$ cat config.mk
export PLATFORM = sky130hd
export DESIGN_NAME = switch_port_p
export DESIGN_NICKNAME = d
export VERILOG_FILES = /design/src/rtl/packet_pkg.sv /design/src/rtl/sync_fifo_p.sv /design/src/rtl/switch_port_p.sv
export SDC_FILE = /design/constraint.sdc
export NUM_CORES = 1
export LEC_CHECK = 0
export ABC_AREA = 1
export CORE_MARGIN = 10
export CORE_UTILIZATION = 45
export DETAILED_ROUTE_END_ITERATION = 16
export PLACE_DENSITY = 0.7
export SLEW_MARGIN = 20
export SYNTH_ARGS = -nofsm -noshare
export SYNTH_HDL_FRONTEND = slang
export SYNTH_SLANG_ARGS = --single-unit
$ cat constraint.sdc
create_clock -name clk -period 7.9 [get_ports clk]
set_clock_uncertainty 0.15 [all_clocks]
set_input_delay 1.58 -clock clk [delete_from_list [all_inputs] [get_ports clk]]
set_output_delay 1.58 -clock clk [all_outputs]
set_load 0.005 [all_outputs]
$ cat src/rtl/packet_pkg.sv
// rtl/packet_pkg.sv - shared types and packet classifier for the switch ingress port
// Contents:
//   state_t    ingress FSM states
//   p_type     packet class (UC, MC, BC, ERR)
//   classify   classifies a {source, target} mask pair of a given port count
package packet_pkg;

  typedef enum logic [1:0] {
    IDLE     = 2'd0,
    ROUTE    = 2'd1,
    ARB_WAIT = 2'd2,
    TRANSMIT = 2'd3
  } state_t;

  typedef enum logic [1:0] {
    UC  = 2'd0,
    MC  = 2'd1,
    BC  = 2'd2,
    ERR = 2'd3
  } p_type;

  // Masks are zero-extended into this width; the port count must not exceed it.
  localparam int MAX_MASK_W = 32;

  function automatic logic is_onehot(input logic [MAX_MASK_W-1:0] x);
    logic [MAX_MASK_W-1:0] one;
    one = 1;
    return (x != '0) && ((x & (x - one)) == '0);
  endfunction

  // width is the real port count; bits at and above it are expected to be zero.
  function automatic p_type classify(input logic [MAX_MASK_W-1:0] src,
                                     input logic [MAX_MASK_W-1:0] tgt,
                                     input int                    width);
    logic [MAX_MASK_W-1:0] all_m;
    all_m = '0;
    for (int i = 0; i < MAX_MASK_W; i++) begin
      if (i < width) all_m[i] = 1'b1;
    end
    if (!is_onehot(src) || (tgt == '0) || ((tgt & src) != '0)) return ERR;
    // Broadcast is checked before unicast so a 2-port switch reports BC.
    if (tgt == (all_m & ~src)) return BC;
    if (is_onehot(tgt)) return UC;
    return MC;
  endfunction

endpackage

$ cat src/rtl/sync_fifo_p.sv
// rtl/sync_fifo_p.sv - show-ahead synchronous FIFO with occupancy count
// Ports:
//   clk, rst      clock, synchronous active-high reset
//   push, wdata   write strobe and data (ignored when full)
//   pop           read strobe (ignored when empty)
//   head          oldest entry, visible combinationally
//   full, empty   status derived from count
//   count         number of stored entries
module sync_fifo_p #(
  parameter int WIDTH = 8,
  parameter int DEPTH = 8
) (
  input  logic                       clk,
  input  logic                       rst,
  input  logic                       push,
  input  logic                       pop,
  input  logic [WIDTH-1:0]           wdata,
  output logic [WIDTH-1:0]           head,
  output logic                       full,
  output logic                       empty,
  output logic [$clog2(DEPTH):0]     count
);

  localparam int AW = $clog2(DEPTH);
  localparam int CW = AW + 1;

  logic [WIDTH-1:0] mem [DEPTH];
  logic [AW-1:0]    wr_ptr;
  logic [AW-1:0]    rd_ptr;
  logic             do_push;
  logic             do_pop;

  assign full    = (count == CW'(DEPTH));
  assign empty   = (count == '0);
  assign do_push = push && !full;
  assign do_pop  = pop && !empty;
  assign head    = mem[rd_ptr];

  always_ff @(posedge clk) begin
    if (do_push) mem[wr_ptr] <= wdata;
  end

  // Pointers wrap naturally because DEPTH is a power of two.
  always_ff @(posedge clk) begin
    if (rst) begin
      wr_ptr <= '0;
      rd_ptr <= '0;
      count  <= '0;
    end else begin
      if (do_push) wr_ptr <= wr_ptr + AW'(1);
      if (do_pop)  rd_ptr <= rd_ptr + AW'(1);
      case ({do_push, do_pop})
        2'b10:   count <= count + CW'(1);
        2'b01:   count <= count - CW'(1);
        default: count <= count;
      endcase
    end
  end

endmodule

$ cat src/rtl/switch_port_p.sv
// rtl/switch_port_p.sv - parametrised switch ingress port: buffer, classify, arbitrate, transmit
// Ports:
//   clk, rst                          clock, synchronous active-high reset
//   valid_in, in_ready                input packet handshake
//   source_in, target_in, data_in     incoming packet fields
//   grant, port_req, pkt_dst          arbiter interface (pkt_dst = head target)
//   out_valid, out_pkt, out_type      registered transmitted packet {data, target, source}
//   drop_cnt, ovf_cnt, tx_cnt         saturating statistics
module switch_port_p
  import packet_pkg::*;
#(
  parameter int NUM_PORTS  = 4,
  parameter int DATA_W     = 8,
  parameter int FIFO_DEPTH = 8,
  parameter int CNT_W      = 16
) (
  input  logic                          clk,
  input  logic                          rst,
  input  logic                          valid_in,
  output logic                          in_ready,
  input  logic [NUM_PORTS-1:0]          source_in,
  input  logic [NUM_PORTS-1:0]          target_in,
  input  logic [DATA_W-1:0]             data_in,
  input  logic                          grant,
  output logic                          port_req,
  output logic [NUM_PORTS-1:0]          pkt_dst,
  output logic                          out_valid,
  output logic [DATA_W+2*NUM_PORTS-1:0] out_pkt,
  output p_type                         out_type,
  output logic [CNT_W-1:0]              drop_cnt,
  output logic [CNT_W-1:0]              ovf_cnt,
  output logic [CNT_W-1:0]              tx_cnt
);

  localparam int PKT_W = DATA_W + 2 * NUM_PORTS;
  localparam int CW    = $clog2(FIFO_DEPTH) + 1;

  state_t               state;
  logic [PKT_W-1:0]     head;
  logic                 full;
  logic                 empty;
  logic [CW-1:0]        count;
  logic                 push_acc;
  logic                 pop;
  logic [NUM_PORTS-1:0] head_src;
  logic [NUM_PORTS-1:0] head_tgt;
  p_type                head_type;
  logic                 pkt_valid;

  assign in_ready  = !full;
  assign push_acc  = valid_in && !full;
  assign head_src  = head[NUM_PORTS-1:0];
  assign head_tgt  = head[2*NUM_PORTS-1:NUM_PORTS];
  assign head_type = classify(MAX_MASK_W'(head_src), MAX_MASK_W'(head_tgt), NUM_PORTS);
  assign pkt_valid = (head_type != ERR);
  assign pkt_dst   = head_tgt;
  assign port_req  = (state == ARB_WAIT);
  assign pop       = ((state == ROUTE) && !pkt_valid) || ((state == ARB_WAIT) && grant);

  sync_fifo_p #(
    .WIDTH (PKT_W),
    .DEPTH (FIFO_DEPTH)
  ) u_fifo (
    .clk   (clk),
    .rst   (rst),
    .push  (push_acc),
    .pop   (pop),
    .wdata ({data_in, target_in, source_in}),
    .head  (head),
    .full  (full),
    .empty (empty),
    .count (count)
  );

  always_ff @(posedge clk) begin
    if (rst) begin
      state     <= IDLE;
      out_valid <= 1'b0;
      out_pkt   <= '0;
      out_type  <= ERR;
      drop_cnt  <= '0;
      ovf_cnt   <= '0;
      tx_cnt    <= '0;
    end else begin
      out_valid <= 1'b0;
      // A full FIFO rejects the push even if a pop frees a slot this cycle.
      if (valid_in && full && (ovf_cnt != '1)) ovf_cnt <= ovf_cnt + CNT_W'(1);
      case (state)
        IDLE: begin
          if (!empty) state <= ROUTE;
        end
        ROUTE: begin
          if (pkt_valid) begin
            state <= ARB_WAIT;
          end else begin
            if (drop_cnt != '1) drop_cnt <= drop_cnt + CNT_W'(1);
            // Occupancy after this pop, including a concurrent push.
            state <= ((count > CW'(1)) || push_acc) ? ROUTE : IDLE;
          end
        end
        ARB_WAIT: begin
          if (grant) begin
            out_pkt   <= head;
            out_type  <= head_type;
            out_valid <= 1'b1;
            state     <= TRANSMIT;
          end
        end
        TRANSMIT: begin
          if (tx_cnt != '1) tx_cnt <= tx_cnt + CNT_W'(1);
          state <= empty ? IDLE : ROUTE;
        end
        default: state <= IDLE;
      endcase
    end
  end

endmodule

==> impl_metrics.ini <==
[pwr]
leakage_uw = 0.00417
p_per_area_mw_per_mm2 = 283
irDropWorstVdd_uv = 199

[worst_setup_path]
worstPathRequired_ns = 6.17
reg2reg_depth = 19
path_max_fanout = 65
regToRegSetupSlack_ns = 3.35
r2r_end = u_fifo.count[3]
arrival_ns = 3.18
cp-start-kind = flop
crit_type = flop to output pin
endpoint_kind = output pin

[die]
io_pins = 93
die_h_um = 164
die_w_um = 164
rows = 52
fp.dieArea_mm2 = 0.0267
core_area_mm2 = 0.0202
initial_core_util_pct = 45.8

[clocking]
cts-buffers-inserted = 23
cts_setup_buffers = 0
worst_skew_pair.late_latency_ns = 0.52
root_buffer = clkbuf_16
cts_hold_buf = 0
cts_resized = 0
clkSinkCount = 210
clock_path_buffers = 3
htreeDepth = 1
cts_tree = yes
cts.reportedPaths.clkPinSlew_ns = 0.06

[detailed_routing]
totalWireLength_um = 22600
viasPerCell = 5.23
ant_nets = 0
firstDrtPassIters = 5
routedWlPerCell_um = 16.7
drc = 0
routed-via-count = 7078
first_iter_violations = 484

[status]
status = finished, final reports clean

[sta]
setup-violations-final = 0
worst_pin_slew_ns = 1.04
fmax_ghz = 0.204
hold_viol_final = 0
rsz0062_at_grt = false
period_share_pct = 62.2
drv_slew = 0
finalCriticalPeriod_ns = 4.91
tns_ns = 0
slew_headroom_pct = 30.4

[logic_synthesis]
yosysTopAreaCellShare_pct = 41.5
avgSynthCellArea_um2 = 9.45
synth-seq-cells = 210
syn_inst = 981
synthesis.area_mm2 = 0.00927
ys_types = 44
ys_seq_area_share_pct = 59.2
synth_nets = 1014
yosys.area.top_type = edfxtp_1
yosys_warnings = 0
synth_area_leaders = edfxtp_1, dfxtp_1, nand2_1, inv_1, nor2_1

[placed_design]
place_area_mm2 = 0.0104
hpwlAfterDp_um = 14200
place.gp.congestion = 0.858
port_buffers = 92
place_inst = 1313

[cells_and_area]
fin_util_pct = 55.5
final_cells = 1354
fin_area_mm2 = 0.0112
fillers = 1751
final_nets = 1101
drive_above_1_share_pct = 8.21
regArea_mm2 = 0.00549
antenna_cells = 0
multi_input_area_mm2 = 0.00314
area_growth_pct = 21.1

[grt]
grt_usage_pct = 16.4
antenna_found_initial = 0
overflow = 0
grt_pass1_wl_um = 35700
grt_pass1_vias = 6891
grt_max_degree = 66

[min_path]
hp-start = out_pkt[13]
hold_end = out_pkt[13]
hold_depth = 2
hold_path_class = flop to flop

[run]
drv_cap = 0
[flip-flops by register name, indices dropped and copies added (netlist names), named ones only]
register       count
u_fifo.mem       128
drop_cnt          16
out_pkt           16
ovf_cnt           16
tx_cnt            16
u_fifo.count       4
u_fifo.rd_ptr      3
u_fifo.wr_ptr      3
out_type           2
out_valid          1
state              1
[cell families after synthesis]
logic type	after synthesis	synth area share, %
DFF	210	59.2
adders and majority gates	13	1.75
and+or+nand+nor	413	19.4
AOI/OAI and AO/OA	175	10.9
buffers and inverters	152	7.02
xor gates and xnor gates	18	1.70
[worst max-delay path: stages, from the launching register on]
cell and delay, ns:
dfxtp_2 0.32, buf_4 0.51, inv_2 0.59, nand2_1 0.19, nand3_1 0.09, nand3_1 0.11, o21ai_2 0.10, inv_1 0.19
clkdlybuf4s50_1 0.54
[Yosys cell counts (all sizes together)]
| master | n |
|---|---|
| dfxtp | 82 |
| and3 | 1 |
| o21ai | 69 |
| o21a | 1 |
| edfxtp | 128 |
| nor3b | 1 |
| o21bai | 2 |
| xor2 | 14 |
| a311oi | 1 |
| a21oi | 68 |
| inv | 109 |
| a221oi | 1 |
| o31ai | 1 |
| o221ai | 8 |
| nand3b | 1 |
| nand2 | 197 |
| o211ai | 10 |
| or2 | 1 |
| xnor2 | 4 |
| o22ai | 8 |
| buf | 18 |
| o21ba | 1 |
| a32oi | 1 |
| ha | 13 |
| a31oi | 3 |
| nand4 | 23 |
| nor4 | 5 |
| nor2 | 106 |
| clkbuf | 25 |
| nor3 | 14 |
| a211oi | 1 |
| nand3 | 64 |
[layout make-up]
cell class / instances / area share, %
clock buffer: 34 / 6.40
clock inverter: 7 / 1.11
inverter: 109 / 3.64
multi-input combinational: 619 / 27.9
sequential: 210 / 48.9
tap: 270 / 3.01
timing repair buffer: 105 / 9.03
[stage by stage]
step | hold WS, ns | power, µW | setup slack, ns
after floorplan | 0.305 | 1840 | 4.57
after global placement | 0.300 | 2010 | 3.55
after detailed placement | 0.309 | 2030 | 3.38
after CTS | 0.318 | 3190 | 2.99
after global routing | 0.331 | 3340 | 2.74
final | 0.317 | 3180 | 2.99
[layer usage]
layer,GRT usage (%),wire length [µm],vias up,share of wire [%]
met5,0,0,-,0
met4,5.40,663,0,2.9
met3,3.98,1990,48,8.8
met2,26.1,10100,244,45
met1,21.4,9860,3283,44
li1,-,-,3503,-
[cells in the final DEF (no fill, tap or decap), types with 9 or more instances in the layout]
cell,count
nand2_1,184
edfxtp_1,128
inv_1,105
nor2_1,102
clkdlybuf4s50_1,91
dfxtp_1,81
o21ai_0,66
nand3_1,63
a21oi_1,59
clkbuf_16,24
nand4_1,23
xor2_1,14
nor3_1,14
ha_1,13
buf_4,13
nand2_2,12
o211ai_1,10
a21oi_2,9
[how the worst max path moves through the flow]
stage	from	end	cells past startpoint
finish	flop	pkt_dst[3]	8
floorplan	grant	u_fifo.count[3]	10
global route	flop	pkt_dst[0]	8
CTS	flop	pkt_dst[0]	8
global placement	flop	u_fifo.count[3]	19
detailed placement	flop	u_fifo.count[3]	19
[where the power goes]
part           internal (µW)  total [µW]  switching [µW]  leakage (µW)
clock                    729        1160             436      0.000420
sequential              1210        1240            26.6       0.00183
combinational            249         776             527       0.00192
No activity file was read; power rests on OpenSTA's default activity.
==> RTL change, RTL diff (same flow settings) <==
The 4 states of `state_t` get a Gray code encoding in 2 bits.
--- a/src/rtl/packet_pkg.sv
+++ b/src/rtl/packet_pkg.sv
@@ -7,8 +7,8 @@
 
   typedef enum logic [1:0] {
-    IDLE     = 2'd0,
-    ROUTE    = 2'd1,
-    ARB_WAIT = 2'd2,
-    TRANSMIT = 2'd3
+    IDLE     = 2'b00,
+    ROUTE    = 2'b01,
+    ARB_WAIT = 2'b11,
+    TRANSMIT = 2'b10
   } state_t;
 
Check against the original RTL: no difference found for any inputs over 4 cycles, from zero or initial values and one cycle with rst high; so few cycles prove little.
==> RTL change against the original RTL <==
Global-route usage shrank 0.68 points; worst setup slack better by 32 ps; sequential cell count stayed put; power fell by 8.3%; synthesized area decreased by 0.35%; wire length is 3.7% lower; final cell count about the same; count of clock-buffer cells in the layout rose by 1; combinational power fell by 12%; design area is 1.7% lower; utilization shrank 0.92 points; largest cell class unchanged; largest power group unchanged.
==> RTL change: results <==
group,metric,value,unit
clock_tree,cts_hold_buf,0,
hold_path,min_to,"out_pkt[9]",
timing,hold-worst-slack,316,ps
route,vias_per_cell,5.22,
setup_path,critical_path.top_delay_family,"buffers and inverters",
setup_path,ff2ff_path_depth,22,
placement,placed_cells,1312,
global_route,antenna_found_initial,0,
yosys,post_synth_num_cell_types,42,
placement,numPortBuffers,92,
clock_tree,clk_pin_slew,60,ps
yosys,async_flop_share,0,%
pwr,vdd_drop_max,193,uV
clock_tree,cts-buffers-inserted,23,
setup_path,crit_arrival,3150,ps
global_route,track_usage,15.7,%
setup_path,reg2reg_slack,3370,ps
route,wl_per_cell,16.1,um
setup_path,r2r-end,"u_fifo.count[2]",
clock_tree,ctsRootBufferMaster,"clkbuf_16",
global_route,grt_pass1_wl,34.2,mm
yosys,ys_seq_area_share,59.4,%
outcome,status,"finished clean",
clock_tree,cts_resized,0,
setup_path,max_stage_delay,860,ps
pwr,p_leak,0.00408,uW
clock_tree,clock_path_buffers,3,
yosys,ys_top_cells_by_area,"edfxtp_1, dfxtp_1, nand2_1",
yosys,yosysWarningCount,0,
finish,regMostFlops,"u_fifo.mem",
clock_tree,htreeDepth,1,
finish,layout-drive-gt1-share,7.29,%
yosys,synth_ff_type,"edfxtp_1",
finish,finalNetCount,1100,
route,vias,7057,
route,dr.pass1.iters,5,
timing,tightest_slew,1050,ps
yosys,synthTopCellsByCount,"nand2_1, edfxtp_1, inv_1, nor2_1, dfxtp_1",
yosys,syn-num-nets,1012,
yosys,synth_edf_count,128,
global_route,grt_pass1_vias,6615,
placement,dp_hpwl,13.9,mm
finish,largest_reg_flops,128,
setup_path,slowest_stage,"inv_2",
yosys,syn_area_per_cell,9.43,um^2
placement,finalWeightedCongestion,0.833,
finish,diodes,0,
hold_path,hold_class,"reg2reg",
route,drtIter0Drc,490,
hold_path,holdPathStages,2,
global_route,grt_max_degree,66,
finish,nFillCells,1818,
setup_path,crit_fanout,65,
clock_tree,cts_setup_buffers,0,
clock_tree,clk_latency,510,ps
hold_path,hp-start,"out_pkt[9]",
## RTL change: kinds of logic (layout without fill, tap and decap cells)
family | after synthesis | count (layout) | synth area share (%)
buffers and inverters | 162 | 266 | 7.74
AO/OA/AOI/OAI | 170 | 170 | 10.4
AND/OR/NAND/NOR | 411 | 411 | 19.5
flip-flops | 210 | 210 | 59.4
adder cells (fa/ha/maj) | 13 | 13 | 1.76
XOR/XNOR | 13 | 13 | 1.23
## RTL change: metal layers
metal	wire [um]	share of wire (%)	GRT usage (%)	vias up
met3	1350	6.2	2.64	35
met4	514	2.4	5.37	0
met5	0	0	0	-
met2	10200	47	25.6	205
met1	9690	45	20.6	3345
li1	-	-	-	3472
## RTL change: power breakdown
group / internal (uW) / switching (uW)
sequential: 1210 / 23.6
clock: 587 / 412
combinational: 225 / 460
total: 2020 / 896
## RTL change: how the worst max path moves through the flow
stage	startpoint	endpoint	slack [ps]	cells past startpoint
4_1_cts	flop	pkt_dst[2]	3000	9
2_1_floorplan	valid_in	u_fifo.mem[1][0]	4500	6
5_1_grt	flop	pkt_dst[3]	2790	8
3_5_place_dp	flop	u_fifo.count[3]	3400	22
6_report	flop	pkt_dst[1]	3020	9
3_3_place_gp	flop	u_fifo.count[3]	3530	22
## RTL change: through the flow
step,area [um^2],total power [uW]
2_1_floorplan,9240,1800
3_3_place_gp,10300,1910
5_1_grt,11000,3070
6_report,11000,2910
4_1_cts,11000,2940
3_5_place_dp,10300,1930
## RTL change: area by class of cell
type                    count  share of cell area [%]
clock inverters             6                   0.295
well taps                 270                    3.06
flip-flops and latches    210                    49.7
clock buffers              35                    6.11
repair buffers            105                    9.23
multi-input cells         607                    27.5
inverters                 120                    4.08
